**config.mk**
```make
export PLATFORM = sky130hd
export DESIGN_NAME = cla_nibble_sequencer
export DESIGN_NICKNAME = d
export VERILOG_FILES = /design/src/rtl/cla_nibble_sequencer.sv
export SDC_FILE = /design/constraint.sdc
export NUM_CORES = 1
export LEC_CHECK = 0
export CORE_MARGIN = 2
export CORE_UTILIZATION = 36
export DETAILED_ROUTE_END_ITERATION = 6
export PLACE_DENSITY = 0.66
export SYNTH_ARGS = -nofsm -noshare
export SYNTH_HDL_FRONTEND = slang
export SYNTH_SLANG_ARGS = --single-unit
```
**constraint.sdc**
```tcl
create_clock -name Clk -period 1.8 [get_ports Clk]
set_clock_uncertainty 0.2 [all_clocks]
set_input_delay 0.27 -clock Clk [delete_from_list [all_inputs] [get_ports Clk]]
set_output_delay 0.27 -clock Clk [all_outputs]
set_load 0.1 [all_outputs]
```
**src/rtl/cla_nibble_sequencer.sv**
```systemverilog
// cla_nibble_sequencer: adds two W-bit operands one 4-bit digit per cycle through an external 4-bit CLA (optional subtract via CLA_SEQ_SUB_EN)
module cla_nibble_sequencer #(
    parameter int NIBBLES = 4
) (
    input  logic                 Clk,
    input  logic                 Rst,
    input  logic                 InValid,
    output logic                 InReady,
    input  logic [4*NIBBLES-1:0] A,
    input  logic [4*NIBBLES-1:0] B,
    input  logic                 Cin,
`ifdef CLA_SEQ_SUB_EN
    input  logic                 Sub,
`endif
    output logic [3:0]           NibX,
    output logic [3:0]           NibY,
    output logic                 NibC,
    input  logic [3:0]           NibS,
    input  logic                 NibCout,
    output logic                 OutValid,
    input  logic                 OutReady,
    output logic [4*NIBBLES-1:0] Sum,
    output logic                 Cout,
    output logic                 Ovf
);
    localparam int W  = 4 * NIBBLES;
    localparam int KW = (NIBBLES > 1) ? $clog2(NIBBLES) : 1;

    typedef enum logic [1:0] {IDLE, RUN, DONE} state_t;

    state_t          state_q;
    logic [W-1:0]    a_q;
    logic [W-1:0]    b_q;
    logic [W-1:0]    sum_q;
    logic [KW-1:0]   k_q;
    logic            carry_q;
    logic            cout_q;
    logic            ovf_q;
    logic            sub_w;

`ifdef CLA_SEQ_SUB_EN
    assign sub_w = Sub;
`else
    assign sub_w = 1'b0;
`endif

    // Digit path to the external CLA is live only while running; B is stored pre-inverted for subtraction
    always_comb begin
        NibX     = (state_q == RUN) ? a_q[4*k_q +: 4] : 4'd0;
        NibY     = (state_q == RUN) ? b_q[4*k_q +: 4] : 4'd0;
        NibC     = (state_q == RUN) ? carry_q : 1'b0;
        InReady  = (state_q == IDLE) && !Rst;
        OutValid = (state_q == DONE);
        Sum      = sum_q;
        Cout     = cout_q;
        Ovf      = ovf_q;
    end

    // Sequencer: capture operands, step one digit per clock, hold result until consumed
    always_ff @(posedge Clk or posedge Rst) begin
        if (Rst) begin
            state_q <= IDLE;
            a_q     <= '0;
            b_q     <= '0;
            sum_q   <= '0;
            k_q     <= '0;
            carry_q <= 1'b0;
            cout_q  <= 1'b0;
            ovf_q   <= 1'b0;
        end else begin
            unique case (state_q)
                IDLE: if (InValid) begin
                    a_q     <= A;
                    b_q     <= sub_w ? ~B : B;
                    carry_q <= sub_w ? 1'b1 : Cin;
                    k_q     <= '0;
                    state_q <= RUN;
                end
                RUN: begin
                    sum_q[4*k_q +: 4] <= NibS;
                    carry_q           <= NibCout;
                    k_q               <= k_q + 1'b1;
                    if (k_q == KW'(NIBBLES - 1)) begin
                        cout_q  <= NibCout;
                        ovf_q   <= (NibX[3] == NibY[3]) && (NibS[3] != NibX[3]);
                        k_q     <= '0;
                        state_q <= DONE;
                    end
                end
                DONE: if (OutReady) state_q <= IDLE;
                default: state_q <= IDLE;
            endcase
        end
    end
endmodule

```
== After elaboration in Yosys (flattened, before gate mapping) ==
Index checks and enable logic that the tools add are counted.
Operators by class
  shift operators: 4
  $add $sub $neg: 2
  reductions and logical operators: 9
  eq/ne operators: 8
  muxes and demuxes: 13
Operator list (number)
  4-bit negation with 34-bit output: 1
  4-bit by 34-bit variable shift with 16-bit output (first input constant): 1
  4-bit by 34-bit variable part select with 16-bit output: 1
  16-bit by 5-bit variable part select with 4-bit output: 2
  16-bit bitwise mux: 1
  2-bit two-way mux: 5
  4-bit two-way mux: 2
  2-bit one-hot mux with 3 select lines: 1
  2-bit AND reduction: 3
  2-bit == test (second input constant): 2
  2-bit by 1-bit inequality test with 1-bit output (second input constant): 2
  2-bit one-hot mux with 2 select lines: 1
  3-bit AND reduction: 1
  2-bit by 1-bit adder with 2-bit output (second input constant): 1
  2-bit by 1-bit == test with 1-bit output (second input constant): 1
  1-bit logical AND: 2
  2-bit logical NOT: 1
  1-bit two-way mux: 2
  2-bit inequality test (second input constant): 1
  1-bit one-hot mux with 2 select lines: 1
  2-bit nonzero test: 1
  1-bit == test: 1
  1-bit logical NOT: 1
  1-bit inequality test: 1
Storage, ports and cells
  word-level logic and storage cells: 44
  flip-flop bits (word level): 55

== Longest topological paths before layout ==
Gate-level depths: netlist of the first run.
  word-level depth: 4
  depth in mapped cells: 7
  mapped depth without buffers: 5

== Worst setup path before layout of the first run ==
No wires, ideal clock.
  path kind: reg-to-output
  from: register state_q[0]
  to: output port InReady
  data required time: 1.330 ns
  arrival: 2.563 ns
  buffers on the path: 1
  slack: -1.233 ns
  stages on the path, launching flop included: 3
  path through: dfrtp_1 clkbuf_2 nor3_1
On the way
  cells in the longest elaborated chain, start to end: 2
Ends and longest elaborated chain
  from (decl): line 31  | state_t state_q;
  from (signal assigned): line 62  | state_q <= IDLE;
  from (signal assigned): line 77  | state_q <= RUN;
  from (signal assigned): line 87  | state_q <= DONE;
  2-bit logical NOT: line 52  | InReady = (state_q == IDLE) && !Rst;
  1-bit logical AND: line 52
  to (decl): line 8  | output logic InReady,
Every way passes these cells.

== Worst setup path after layout of the first run ==
  from: register k_q[0]
  to: output port NibY[3]
On the way
  cells in the longest elaborated chain, start to end: 2
Ends and longest elaborated chain
  from (decl): line 35  | logic [KW-1:0] k_q;
  from (signal assigned): line 82  | k_q <= k_q + 1'b1;
  16-bit by 5-bit variable part select with 4-bit output: line 50  | NibY = (state_q == RUN) ? b_q[4*k_q +: 4] : 4'd0;
  4-bit two-way mux: line 50
  to (decl): line 16  | output logic [3:0] NibY,
Every way passes these cells.

==> results of run 1 <==
-- flip-flops by register name, summed over array words and instances, names as in the netlist --
name     cells
Sum         16
a_q         16
b_q         16
k_q          2
state_q      2
Cout         1
Ovf          1
carry_q      1
-- worst register-to-register path, stage by stage, from the launching register on --
cell      delay (ns)
dfrtp_1         0.41
buf_6           0.15
buf_6           0.12
buf_12          0.12
inv_8           0.06
ha_4            0.17
nand3b_1        0.15
nor4b_4         0.32
a22o_1          0.18
-- routing by layer --
layer  up-vias  track usage (%)  routed length, um
li1        985                -                  -
met1       973             21.5               2580
met2        43             29.3               3140
met3         4             2.65                195
met4         0             5.73                 52
met5         -                0                  0
-- cells in the final DEF (no fill, tap or decap), drive strengths merged, types with 4 or more instances in the layout --
| cell | n |
|---|---|
| dfrtp | 55 |
| inv | 4 |
| and2 | 9 |
| o21ai | 6 |
| ha | 5 |
| mux4 | 8 |
| buf | 57 |
| clkdlybuf4s50 | 41 |
| nand2 | 108 |
| a22o | 12 |
| clkbuf | 5 |
-- through the flow --
stage	instance area (sq um)	setup WS, ns	setup TNS [ns]	utilization (%)
finish	4110	-0.364	-4.48	60.9
global route	4110	-0.421	-6.54	60.9
CTS	4030	-0.370	-4.27	59.6
detailed placement	3820	-0.136	-4.68	56.5
global placement	3820	-0.112	-3.85	56.5
floorplan	2580	-0.0967	-0.660	-
-- cell type report --
class | instances | area (sq um) | area share [%]
inverters | 5 | 30.0 | 0.730
clock inverters | 3 | 67.6 | 1.64
multi-input cells | 171 | 1190 | 29.0
well taps | 80 | 100 | 2.43
flip-flops and latches | 55 | 1380 | 33.5
repair buffers | 98 | 1270 | 31.0
clock buffers | 5 | 68.8 | 1.67
-- kinds of logic (layout without fill, tap and decap cells) --
group / count (synthesis) / count (layout) / share of synthesized area [%]
simple gates: 135 / 135 / 24.4
flops: 55 / 55 / 55.1
compound gates: 22 / 22 / 6.66
buf+inv: 18 / 111 / 3.45
mux: 9 / 9 / 7.96
fa+ha+maj: 5 / 5 / 2.50
-- what timing repair did --
action / CTS / global route
setup buffers: 4 / 4
cloned: 0 / 0
pin swaps: 20 / 19
endpoints found under the setup margin: 28 / 53
gates resized for setup: 19 / 16
-- how the worst max path moves through the flow --
stage | slack (ns) | cells after the start | start | to
global route | -0.42 | 4 | k_q[0]$_DFFE_PP0P_ | NibY[3]
global placement | -0.11 | 5 | InValid | a_q[7]$_DFFE_PP0P_
detailed placement | -0.14 | 5 | InValid | b_q[10]$_DFFE_PP0P_
floorplan | -0.1 | 4 | state_q[0]$_DFFE_PP0P_ | NibC
CTS | -0.37 | 4 | k_q[0]$_DFFE_PP0P_ | NibY[3]
finish | -0.36 | 4 | k_q[0]$_DFFE_PP0P_ | NibY[3]
==> metrics.yaml, run 1 <==
worstPathRequired_ns: 1.33
grt_pass1_vias: 2168
fin_crit_sh_pct: 120
final_cells: 417
rrSetupSlack_ns: -0.14
root_buffer: "clkbuf_8"
worst_r2r_endpoint: "Sum[2]$_DFFE_PP0P_"
num-fill-cells: 540
core_area_sq_mm: 0.00676
yosys.area.top_type: "dfrtp_1"
portBuffers: 70
antenna_found_initial: 0
cts_hold_buf: 0
slowest_delay_ns: 0.52
io-pin-count: 71
diodes: 0
die_w_um: 87.3
worstMarginPinSlew_ns: 0.294
cts_sinks: 55
h-tree-depth: 2
r2r_cells: 8
die_h_um: 87.3
rsz0062_at_grt: "true"
cp_cell_sequence: "buf_6 > mux4_2 > and2_4 > buf_12"
hpwlAfterDp_um: 4360
yosys_warnings: 0
failed_checks: "negative setup slack"
area_growth_pct: 64.5
grt_usage_pct: 16.9
clk_path_buf_depth: 2
synth_fp_nets: 291
ys.flop_type: "dfrtp_1"
hold_class: "input port to asynchronous set/reset pin"
fin_ws_ns: -0.364
nets: 383
critPathTopFamily: "multiplexers"
start_kind: "register"
first_iter_violations: 69
grt-ovfl-total: 0
synth_cells: 244
crit_path_top_delay_cell: "mux4_2"
wire_per_inst_um: 14.3
cp_num_buf_inv: 2
critical_path_class: "register to output pin"
cts_tree: "built"
slew_violations: 0
synth_area_sq_mm: 0.00250
clk_pin_slew_ns: 0.10
ant_nets: 0
cts_made_buffers: 5
grt_max_degree: 40
relSlewSlack_pct: 80.3
holdWs_ns: 0.260
vias: 2005
arrival_ns: 1.69
start_util_pct: 37.0
drtPass1Iterations: 4
die_area_sq_mm: 0.00763
netlist.area_leader.share_pct: 55.1
critical_path.max_fanout: 6
drv_cap: 0
drc_errors: 0
hold_viol_final: 0
synthTopCellsByArea: "dfrtp_1 (55%), nand2_1 (16%), mux4_2 (5.4%), a22o_1 (4.2%), ha_1 (2.5%)"
yosysMostFrequentCell: "nand2_1"
r2r-start: "k_q[0]$_DFFE_PP0P_"
yosys-top-cells-count: "nand2_1 (108), dfrtp_1 (55), a22o_1 (12)"
end_kind: "output pin"
drive_above_1_share_pct: 30.6
grt_pass1_wl_um: 10100
async_flop_share_pct: 100
place_congestion: 0.733
viasPerCell: 4.81
synth_edf_count: 0
rows: 30
ys_ff_latch: 55
status: "complete, but fails checks"
max_freq_mhz: 462
clock_latency_ns: 0.31
syn_avg_cell_area_sq_um: 10.2
setup_viol: 27
ys_types: 31
dp_cells: 403
totalWireLength_um: 5970
ys_seq_area_share_pct: 55.1
min_period_ns: 2.16
Power of run 1 is left out: the tool's default activity adds up to more than one toggle a clock period on the data nets, which glitch-free logic cannot reach.
==> inputs of run 2 (changes only) <==
PLACE_DENSITY = default   (was 0.66)
SLEW_MARGIN = 20   (was default)
clock period = 2.4 ns   (was 1.8 ns; I/O delays follow)
==> metrics.yaml, run 2 (synthesized netlist as in run 1, its figures left out) <==
fin_crit_sh_pct: 97.5
hpwlAfterDp_um: 3960
drtPass1Iterations: 4
grt_pass1_wl_um: 9190
die_h_um: 87.3
diodes: 0
start_util_pct: 37.0
mostFrequentLayoutCells: "nand2_1 (108), dfrtp_1 (55), clkdlybuf4s50_1 (41)"
rows: 30
root_buffer: "clkbuf_8"
portBuffers: 70
layout_commonest_cell: "nand2_1"
r2r_cells: 7
worstMarginPinSlew_ns: 0.510
critical_path_class: "register to output pin"
ant_nets: 0
relSlewSlack_pct: 65.9
vias: 1930
worst_r2r_endpoint: "Sum[3]$_DFFE_PP0P_"
nets: 368
clock_latency_ns: 0.31
grt_max_degree: 36
num-fill-cells: 642
dp_cells: 390
grt_pass1_vias: 2038
drc_errors: 0
cts_sinks: 55
core_area_sq_mm: 0.00676
arrival_ns: 1.78
rrSetupSlack_ns: 0.30
slew_violations: 0
hold_class: "input port to asynchronous set/reset pin"
clk_pin_slew_ns: 0.09
h-tree-depth: 2
die_w_um: 87.3
area_growth_pct: 41.2
antenna_found_initial: 0
setup_viol: 0
final_cells: 401
io-pin-count: 71
min_period_ns: 2.34
fin_ws_ns: 0.0610
critical_path.max_fanout: 5
hold_viol_final: 0
first_iter_violations: 54
dp_slack_ns: 0.353
r2r-start: "k_q[0]$_DFFE_PP0P_"
drv_cap: 0
worstPathRequired_ns: 1.84
end_kind: "output pin"
status: "completed"
viasPerCell: 4.81
totalWireLength_um: 5530
start_kind: "register"
cts_made_buffers: 5
place_congestion: 0.759
grt-ovfl-total: 0
wire_per_inst_um: 13.8
max_freq_mhz: 428
cts_tree: "built"
clk_path_buf_depth: 2
drive_above_1_share_pct: 19.6
die_area_sq_mm: 0.00763
grt_usage_pct: 15.3
[run 2: worst max-delay path by stage]
stage	from	to	slack [ns]	cells past startpoint
floorplan	state_q[0]$_DFFE_PP0P_	NibX[0]	0.05	4
global placement	InValid	k_q[0]$_DFFE_PP0P_	0.36	5
detailed placement	InValid	carry_q$_DFFE_PP0P_	0.35	5
CTS	k_q[0]$_DFFE_PP0P_	NibY[3]	0.006	4
global route	k_q[0]$_DFFE_PP0P_	NibX[1]	-0.02	4
finish	k_q[0]$_DFFE_PP0P_	NibY[3]	0.06	4
[run 2: layout make-up]
| type | instances | area (sq um) | share of cell area [%] |
|---|---|---|---|
| Clock buffer | 5 | 68.8 | 1.95 |
| Timing Repair Buffer | 83 | 877 | 24.8 |
| Clock inverter | 2 | 37.5 | 1.06 |
| Inverter | 5 | 18.8 | 0.532 |
| Tap cell | 80 | 100 | 2.84 |
| Sequential cell | 55 | 1380 | 39.0 |
| Multi-Input combinational cell | 171 | 1050 | 29.8 |
[run 2: per-layer routing]
metal  up-vias  part of all wire [%]  GRT usage [%]
met3         5                   5.4           3.41
met4         0                  0.65           3.08
li1        960                     -              -
met2        55                    47           26.1
met1       910                    47           20.0
met5         -                     0              0
[run 2: through the flow]
stage | TNS [ns] | hold slack [ns] | area, sq um | utilization [%]
after floorplan | 0 | 0.237 | 2500 | -
final | 0 | 0.256 | 3530 | 52.2
after global routing | -0.0241 | 0.300 | 3530 | 52.2
after global placement | 0 | 0.253 | 3390 | 50.2
after CTS | 0 | 0.282 | 3500 | 51.7
after detailed placement | 0 | 0.259 | 3390 | 50.2
[run 2: what timing repair did]
item / in CTS / in global routing
hold buffers: 0 / 0
buffers inserted: 0 / 3
gates resized for setup: 0 / 2
setup endpoints to repair: 0 / 4
hold endpoints to repair: 0 / 0
[run 2: worst max-delay path, stage by stage (launching register included)]
cell and delay (ns):
dfrtp_1 0.40, buf_6 0.15, mux4_2 0.54, and2_1 0.21, buf_12 0.17
Power of run 2 is left out for the same reason.
==> inputs of run 3 (changes only) <==
CAP_MARGIN = 5   (was default)
==> results of run 3 <==
No change in the layout: final DEF, timing and power equal those of run 2.
Power of run 3 is left out for the same reason.
